==> config.mk <==
export PLATFORM = sky130hd
export DESIGN_NAME = reg_snapshot_serializer
export DESIGN_NICKNAME = d
export VERILOG_FILES = /design/src/rtl/reg_snapshot_serializer.sv
export SDC_FILE = /design/constraint.sdc
export NUM_CORES = 1
export LEC_CHECK = 0
export CORE_MARGIN = 8
export CORE_UTILIZATION = 25
export DETAILED_ROUTE_END_ITERATION = 16
export SYNTH_ARGS = -nofsm -noshare
export SYNTH_HDL_FRONTEND = slang
export SYNTH_SLANG_ARGS = --single-unit
==> constraint.sdc <==
create_clock -name clk -period 1.3 [get_ports clk]
set_clock_uncertainty 0.2 [all_clocks]
set_input_delay 0.325 -clock clk [delete_from_list [all_inputs] [get_ports clk]]
set_output_delay 0.325 -clock clk [all_outputs]
set_load 0.02 [all_outputs]
==> src/rtl/reg_snapshot_serializer.sv <==
// reg_snapshot_serializer
// Captures a parallel register word on request and streams it out one bit per
// accepted beat over a valid/ready serial interface (readback/drain path of the
// register bank).
//
// Optional feature macro: REG_SNAPSHOT_SERIALIZER_PARITY_EN
//   defined   -> an even-parity beat (XOR of the captured word) follows the data
//                bits and carries ser_last; frame is WIDTH+1 beats.
//   undefined -> no parity state/register; ser_last on data beat WIDTH-1;
//                frame is WIDTH beats.
//
// Outputs are decoded from the registered state only, so the asynchronous clr
// forces every output low immediately, without waiting for a clock edge.

module reg_snapshot_serializer #(
    parameter int WIDTH     = 8,     // bits per snapshot, 2 or more
    parameter bit MSB_FIRST = 1'b1   // 1: bit WIDTH-1 first, 0: bit 0 first
) (
    input  logic             clk,
    input  logic             clr,
    input  logic             snap,
    input  logic [WIDTH-1:0] par_in,
    input  logic             ser_ready,
    output logic             ser_data,
    output logic             ser_valid,
    output logic             ser_last,
    output logic             busy
);

    // Counter must reach WIDTH after the last data beat without wrapping.
    localparam int               CNT_W     = $clog2(WIDTH + 2);
    localparam logic [CNT_W-1:0] LAST_BEAT = CNT_W'(WIDTH - 1);

`ifdef REG_SNAPSHOT_SERIALIZER_PARITY_EN
    typedef enum logic [1:0] {
        ST_IDLE  = 2'd0,
        ST_SHIFT = 2'd1,
        ST_PAR   = 2'd2
    } state_t;
`else
    typedef enum logic [1:0] {
        ST_IDLE  = 2'd0,
        ST_SHIFT = 2'd1
    } state_t;
`endif

    state_t           state_q, state_d;
    logic [WIDTH-1:0] shreg_q, shreg_d;
    logic [CNT_W-1:0] cnt_q,   cnt_d;
`ifdef REG_SNAPSHOT_SERIALIZER_PARITY_EN
    logic             par_q,   par_d;
`endif

    // Datapath strobes produced by the FSM.
    logic load;      // capture par_in into the snapshot
    logic advance;   // a data beat was accepted: shift and count
    logic out_bit;   // bit currently at the output end of the shift register
    logic last_data; // the data beat on the output is beat WIDTH-1

    // Output end of the shift register depends on the bit order.
    always_comb begin
        out_bit = MSB_FIRST ? shreg_q[WIDTH-1] : shreg_q[0];
    end

    assign last_data = (cnt_q == LAST_BEAT);

    // FSM next state and Moore outputs decoded from the current state.
    always_comb begin
        // NOTE: every output of this block gets a default first; a path that
        // leaves one unassigned would infer a latch.
        state_d   = state_q;
        load      = 1'b0;
        advance   = 1'b0;
        ser_valid = 1'b0;
        ser_last  = 1'b0;
        ser_data  = 1'b0;
        busy      = 1'b0;

        case (state_q)
            ST_IDLE: begin
                if (snap) begin
                    load    = 1'b1;
                    state_d = ST_SHIFT;
                end
            end

            ST_SHIFT: begin
                busy      = 1'b1;
                ser_valid = 1'b1;
                ser_data  = out_bit;
`ifndef REG_SNAPSHOT_SERIALIZER_PARITY_EN
                ser_last  = last_data;
`endif
                if (ser_ready) begin
                    advance = 1'b1;
                    if (last_data) begin
`ifdef REG_SNAPSHOT_SERIALIZER_PARITY_EN
                        state_d = ST_PAR;
`else
                        state_d = ST_IDLE;
`endif
                    end
                end
            end

`ifdef REG_SNAPSHOT_SERIALIZER_PARITY_EN
            ST_PAR: begin
                busy      = 1'b1;
                ser_valid = 1'b1;
                ser_data  = par_q;
                ser_last  = 1'b1;
                if (ser_ready) begin
                    state_d = ST_IDLE;
                end
            end
`endif

            default: begin
                state_d = ST_IDLE;
            end
        endcase
    end

    // Snapshot register, beat counter and parity bit next values.
    always_comb begin
        shreg_d = shreg_q;
        cnt_d   = cnt_q;
`ifdef REG_SNAPSHOT_SERIALIZER_PARITY_EN
        par_d   = par_q;
`endif

        if (load) begin
            shreg_d = par_in;
            cnt_d   = '0;
`ifdef REG_SNAPSHOT_SERIALIZER_PARITY_EN
            par_d   = ^par_in;
`endif
        end else if (advance) begin
            // Shift toward the output end, zero filling the vacated bit.
            if (MSB_FIRST) begin
                shreg_d = {shreg_q[WIDTH-2:0], 1'b0};
            end else begin
                shreg_d = {1'b0, shreg_q[WIDTH-1:1]};
            end
            cnt_d = cnt_q + 1'b1;
        end
    end

    // State and datapath registers with asynchronous clear.
    always_ff @(posedge clk or posedge clr) begin
        // NOTE: the snapshot register is cleared too, not only the FSM, so a
        // frame aborted by clr leaves no stale data behind.
        if (clr) begin
            state_q <= ST_IDLE;
            shreg_q <= '0;
            cnt_q   <= '0;
`ifdef REG_SNAPSHOT_SERIALIZER_PARITY_EN
            par_q   <= 1'b0;
`endif
        end else begin
            // NOTE: non-blocking assignments so every register samples the
            // pre-edge values of the others.
            state_q <= state_d;
            shreg_q <= shreg_d;
            cnt_q   <= cnt_d;
`ifdef REG_SNAPSHOT_SERIALIZER_PARITY_EN
            par_q   <= par_d;
`endif
        end
    end

endmodule

## After elaboration in Yosys (flattened, before gate mapping)

Cells that the tools add are included.

| storage, ports and cells | value |
|---|---|
| bits in registers | 14 |
| input bits | 12 |
| output and inout port bits | 4 |
| word-level logic and storage cells | 27 |

| operators by class | value |
|---|---|
| add/sub/neg operators | 1 |
| equality and inequality tests | 5 |
| muxes and demuxes | 15 |
| reduce and logical (&&, ||, !) cells | 3 |

Operator list:

| kind | number |
|---|---|
| $mux W8 | 2 |
| $mux W4 | 2 |
| $mux W1 | 7 |
| $mux W2 | 3 |
| $ne A2 B2 Y1 const B | 3 |
| $add A4 B1 Y4 const B | 1 |
| $eq A4 B3 Y1 const B | 1 |
| $pmux W2 S2 | 1 |
| $reduce_and A3 Y1 | 1 |
| $eq A2 B1 Y1 const B | 1 |
| $logic_not A2 Y1 | 1 |
| $reduce_bool A2 Y1 | 1 |

## Longest topological paths before layout

Gate-level depths: netlist of the first run.

| depth | value |
|---|---|
| depth after elaboration | 4 |
| mapped depth | 5 |
| mapped depth without buffers | 4 |

## Least setup slack after synthesis of the first run

Ideal clock, no wire load.

| path | value |
|---|---|
| path type | register to output |
| start point | reg state_q[0] |
| end point | out ser_data |
| arrival | 999 ps |
| required time | 775 ps |
| setup slack | -224 ps |
| cell stages (with the launch flop) | 3 |
| buffers on the path | 1 |
| cells stage by stage | dfrtp_1 -> buf_2 -> and2_1 |

| between the ends | value |
|---|---|
| word-level cells in the longest chain between the ends | 2 |

RTL lines:

| element | line | RTL |
|---|---|---|
| from (decl) | 47 | `state_t state_q, state_d;` |
| from (signal assigned) | 163 | `state_q <= state_d;` |
| $eq A2 B1 Y1 | 79 | `case (state_q)` |
| $mux W1 | 79 |  |
| to (decl) | 24 | `output logic ser_data,` |

Every way passes these cells.

## Final worst setup path of the first run

| path | value |
|---|---|
| start point | reg cnt_q[1] |
| end point | out ser_last |

| between the ends | value |
|---|---|
| word-level cells in the longest chain between the ends | 2 |

RTL lines:

| element | line | RTL |
|---|---|---|
| from (decl) | 49 | `logic [CNT_W-1:0] cnt_q, cnt_d;` |
| from (signal assigned) | 165 | `cnt_q <= cnt_d;` |
| $eq A4 B3 Y1 | 65 | `assign last_data = (cnt_q == LAST_BEAT);` |
| $mux W1 | 79 |  |
| to (decl) | 26 | `output logic ser_last,` |

Every way passes these cells.

==> flow_summary.ini, run 1 <==
[timing]
drv_slew = 0
fin_ws_ns = -0.430
tightest_slew_ns = 0.272
period_minus_slack_ns = 1.73
min_period_over_period_pct = 133
finalSetupViolCount = 12
rsz0062_at_grt = yes
fmax_mhz = 578
slew_headroom_pct = 81.8
hold_viol_final = 0

[logic_synthesis]
yosys_warnings = 0
synth_fp_nets = 73
yosysUniqueCellTypes = 24
syn_area_um2 = 644
postSynthAreaPerCell_um2 = 10.7
yosysTopAreaCell = dfrtp_1
ys_seq_elements = 13
yosysSeqAreaShare_pct = 50.5
syn_inst = 60
synth.top_cell.area_share_pct = 50.5
yosys-top-cells-area = dfrtp_1, nand2_1, mux2i_1

[setup_path]
cp-end-kind = primary output
crit_required_ns = 0.77
critPathKind = flop to primary output
cp_slowest_stage_delay_ns = 0.39
startpoint_type = flop
path_max_fanout = 2
slowest_stage = dfrtp_1
reg2reg_to = shreg_q[2]
worstRegToRegCells = 5
crit_family = flip-flops
worstPathCellList = ha_2 -> and4b_2 -> buf_6
rr_startpoint = state_q[0]
startpoint = cnt_q[1]
cp.buffers_inverters = 1
reg2reg_slack_ns = -0.32
critPathArrivalTime_ns = 1.20

[route]
vias = 560
drt_iter0_markers = 20
wire_per_inst_um = 12.6
drcViolationCount = 0
drt_first_pass_iters = 4
ant_nets = 0
routed_wl_um = 1530
via_per_inst = 4.59

[status]
status = finished with violations
violations = negative setup slack

[layout]
mostFrequentLayoutCells = buf_4, dfrtp_1, nand2_1, clkdlybuf4s50_1, buf_6
multi_input_area_um2 = 317
area_delta_synth_final_pct = 58.6
utilization_pct = 41.6
final_layout_size_suffix_gt1_share_pct = 39.1
regArea_um2 = 327
layout.nets = 106
fill_cells = 248
fin_area_um2 = 1020
antenna_cells = 0
final_common_cell = buf_4

[clock_network]
cts_inserted_buffers = 3
clock-sinks = 13
clockBufferDepth = 2
root_buffer = clkbuf_4
cts_hold_buffers = 0
cts_tree = yes
clock_latency_ns = 0.28
cts_max_level = 1
path_clk_slew_ns = 0.09

[global_route]
antenna_found_initial = 0
grt_pass1_vias = 597
grt_use_total_pct = 7.79
grt.overflow.total = 0
grt_pass1_wl_um = 2650
grt_max_degree = 14

[place]
hpwlAfterDp_um = 1120
finalWeightedCongestion = 0.712
port_buffers = 15
placed_cell_area_um2 = 918

[floorplanning]
io_pins = 16
start_util_pct = 26.2
coreArea_um2 = 2450
row_count = 18
die_h_um = 66.8
die_w_um = 66.8
dieArea_um2 = 4460

[power]
leakage_nw = 0.482
power_density_nw_per_um2 = 1630
ir_worst_vdd_uv = 882

[run]
drv_cap = 0

[hold_path]
hold_class = input pin to async pin
what timing repair did:
action	in CTS	in global routing
pin swaps	2	4
endpoints found under the setup margin	17	15
cloned	0	0
buffers inserted	3	3
resized for setup	33	7
how the worst max path moves through the flow:
stage	end	depth (start not counted)
floorplan	shreg_q[2]	4
global placement	ser_last	3
detailed placement	ser_last	3
CTS	ser_last	3
global route	ser_last	3
finish	ser_last	3
per-layer routing:
layer  GRT usage, %  share of wire [%]  vias up
li1               -                  -      274
met4           2.40               0.65        0
met2           12.8                 48       15
met3           4.03                7.4        2
met1           8.49                 44      269
met5              0                  0        -
flip-flops by register name (all words and copies together), names as in the netlist:
signal / cells
cnt_q: 4
shreg_q: 8
state_q: 1
cells in the mapped netlist:
| cell | count |
|---|---|
| inv_1 | 2 |
| buf_6 | 1 |
| nand3b_1 | 1 |
| a211oi_1 | 2 |
| nor2b_1 | 3 |
| ha_1 | 1 |
| mux2i_1 | 3 |
| mux2_2 | 1 |
| a22o_1 | 3 |
| buf_2 | 2 |
| mux2i_2 | 1 |
| xnor2_1 | 2 |
| and4b_1 | 1 |
| buf_4 | 1 |
| dfrtp_1 | 13 |
| and2_1 | 2 |
| clkbuf_1 | 1 |
| o21ai_0 | 1 |
| a22oi_1 | 4 |
| a222oi_1 | 1 |
| nand2_1 | 9 |
| a21oi_1 | 3 |
| nand4_1 | 1 |
| nor2_1 | 1 |
kinds of logic after synthesis:
group,count (synthesis),synth area share [%]
and+or+nand+nor,18,14.4
buffers and inverters,7,6.21
adders and majority gates,1,1.94
AOI/OAI and AO/OA,14,15.7
xor gates and xnor gates,2,2.72
muxes,5,8.54
DFF,13,50.5
worst reg2reg max path: stages, from the launching register on:
cell and delay (ns):
dfrtp_2 0.43, buf_4 0.16, buf_12 0.14, mux2i_4 0.20, a222oi_1 0.32, inv_1 0.06
final cells by class:
type | count | share of cell area, %
Multi-Input combinational cell | 40 | 31.0
Timing Repair Buffer | 33 | 30.1
Clock buffer | 4 | 2.57
Tap cell | 30 | 3.67
Inverter | 2 | 0.734
Sequential cell | 13 | 31.9
per-stage QoR:
| step | hold WS (ns) | std cells | worst slack, ns | TNS, ns | power, W |
|---|---|---|---|---|---|
| 2_1_floorplan | 0.00189 | 60 | -0.0926 | -0.262 | 0.00102 |
| 5_1_grt | 0.150 | 122 | -0.480 | -3.39 | 0.00180 |
| 4_1_cts | 0.132 | 122 | -0.443 | -2.81 | 0.00166 |
| 3_3_place_gp | 0.259 | 115 | -0.552 | -6.64 | 0.00130 |
| 6_report | 0.129 | 122 | -0.430 | -2.82 | 0.00166 |
| 3_5_place_dp | 0.265 | 115 | -0.566 | -6.89 | 0.00132 |
power breakdown:
part | switching (W) | internal, W | leakage, nW
registers | 0.0000901 | 0.000560 | 0.165
logic | 0.000302 | 0.000452 | 0.303
clock network | 0.000142 | 0.000119 | 0.0150
total | 0.000534 | 0.00113 | 0.482
Power figures use the tool's default switching activity.
==> run 2, diff against run 1 <==
--- a/config.mk
+++ b/config.mk
@@ -5,6 +5,7 @@
 export SDC_FILE = /design/constraint.sdc
 export NUM_CORES = 1
 export LEC_CHECK = 0
+export CORE_ASPECT_RATIO = 0.8
 export CORE_MARGIN = 8
 export CORE_UTILIZATION = 25
 export DETAILED_ROUTE_END_ITERATION = 16
==> constraint.sdc (replaced) <==
create_clock -name clk -period 1.3 [get_ports clk]
set_clock_uncertainty 0.2 [all_clocks]
set_input_delay 0.325 -clock clk [delete_from_list [all_inputs] [get_ports clk]]
set_output_delay 0.325 -clock clk [all_outputs]
set_load 0.05 [all_outputs]
==> run 2 against run 1 <==
The run still ends with negative setup slack left. Worst hold slack worse by 0.013 ns. Wire length is 4.2% higher. Highest routed layer unchanged. Via count is 0.18% higher. Flip-flop and latch count stayed put. Clock power hardly changed. Cell area is 2.9% higher. Global-route usage is 0.53 points higher. Final cell count is 1.6% higher. Worst setup slack worse by 0.020 ns. Die area is 0.22% higher. Largest power group unchanged. Utilization is 1.4 points higher. Sequential share of layout area is 0.91 points lower.
==> flow_summary.ini, run 2 (synthesized netlist as in run 1, its figures left out) <==
[layout]
stdcell_count = 124
top_regs = shreg_q: 8 flops, cnt_q: 4 flops, state_q: 1 flops
layout.nets = 102
final_layout_size_suffix_gt1_share_pct = 42.0
mostFrequentLayoutCells = dfrtp_1, buf_4, clkdlybuf4s50_1, nand2_2
utilization_pct = 43.1
final_common_cell = dfrtp_1
fill_cells = 248
area_delta_synth_final_pct = 63.3
largest-register = shreg_q
largest_reg_flops = 8
antenna_cells = 0
fin_area_um2 = 1050

[route]
ant_nets = 0
drt_iter0_markers = 16
routed_wl_um = 1600
vias = 561
drt_first_pass_iters = 5
drcViolationCount = 0
wire_per_inst_um = 12.9
via_per_inst = 4.52

[floorplanning]
io_pins = 16
start_util_pct = 26.4
die_w_um = 72.8
row_count = 16
die_h_um = 61.4
coreArea_um2 = 2440
dieArea_um2 = 4470

[timing]
drv_slew = 0
period_minus_slack_ns = 1.75
rsz0062_at_grt = yes
fmax_mhz = 572
finalSetupTns_ns = -1.78
finalSetupViolCount = 11
min_period_over_period_pct = 135
fin_ws_ns = -0.449
hold_viol_final = 0
tightest_slew_ns = 0.274
slew_headroom_pct = 81.7

[status]
status = finished with violations
violations = negative setup slack

[clock_network]
clock-sinks = 13
clock_latency_ns = 0.28
clockBufferDepth = 2
cts_hold_buffers = 0
cts_max_level = 1
path_clk_slew_ns = 0.09
cts_tree = yes
root_buffer = clkbuf_4
cts_inserted_buffers = 3

[global_route]
grt_max_degree = 14
antenna_found_initial = 0
grt.overflow.total = 0
grt_pass1_vias = 594
grt_pass1_wl_um = 2770
grt_use_total_pct = 8.33

[place]
port_buffers = 15
hpwlAfterDp_um = 1200
place_ws_ns = -0.506
placed_cell_area_um2 = 947
dp_cells = 118
finalWeightedCongestion = 0.772

[setup_path]
critPathKind = flop to primary output
slowest_stage = dfrtp_1
path_max_fanout = 2
critPathArrivalTime_ns = 1.22
cp_slowest_stage_delay_ns = 0.36
rr_startpoint = state_q[0]
reg2reg_slack_ns = -0.21
worstRegToRegCells = 4
crit_required_ns = 0.77
worstPathCellList = ha_2 -> and4b_4 -> buf_12
reg2reg_to = shreg_q[2]
cp-end-kind = primary output
startpoint_type = flop

[power]
power_density_nw_per_um2 = 1750
ir_worst_vdd_uv = 546
leakage_nw = 0.481

[hold_path]
hold_class = input pin to async pin

[run]
drv_cap = 0
-- run 2: stage by stage --
step / hold WS (ns) / power, W
after floorplan: 0.00189 / 0.00112
after global placement: 0.261 / 0.00146
after detailed placement: 0.262 / 0.00147
after CTS: 0.119 / 0.00180
after global routing: 0.137 / 0.00199
final: 0.116 / 0.00185
-- run 2: final cells by class --
type                       count  area [um^2]  area share (%)
multi-input combinational     40          335            31.9
sequential                    13          327            31.0
timing repair buffer          29          312            29.6
tap                           36         45.0            4.28
clock buffer                   4         26.3            2.50
inverter                       2         7.51           0.713
-- run 2: repair_timing --
action	CTS	global route
buffers inserted	1	3
endpoints found under the setup margin	16	15
pin swaps	2	12
resized for setup	14	9
-- run 2: power by group --
| part | internal [W] | switching (W) |
|---|---|---|
| combinational | 0.000525 | 0.000395 |
| sequential | 0.000560 | 0.000104 |
| clock | 0.000119 | 0.000142 |
| total | 0.00121 | 0.000641 |
-- run 2: per-layer routing --
| metal | track usage [%] | part of all wire (%) | vias up |
|---|---|---|---|
| met3 | 5.04 | 8.2 | 4 |
| li1 | - | - | 267 |
| met2 | 13.6 | 50 | 12 |
| met4 | 2.56 | 1.2 | 0 |
| met1 | 8.87 | 41 | 278 |
| met5 | 0 | 0 | - |
-- run 2: worst max-delay path, delay by kind of cell (launching register included) --
| kind | cells | cell delay [ns] |
|---|---|---|
| adders and majority gates | 1 | 0.19 |
| and+or+nand+nor | 1 | 0.25 |
| DFF | 1 | 0.36 |
| buffers and inverters | 1 | 0.14 |
-- run 2: worst max-delay path by stage --
stage	from	endpoint	slack [ns]	depth (start not counted)
2_1_floorplan	state_q[0]	ser_last	-0.19	1
3_5_place_dp	ser_ready	shreg_q[2]	-0.51	4
4_1_cts	cnt_q[0]	ser_last	-0.46	3
3_3_place_gp	ser_ready	shreg_q[2]	-0.45	4
6_report	cnt_q[1]	ser_last	-0.45	3
5_1_grt	cnt_q[0]	ser_last	-0.53	3
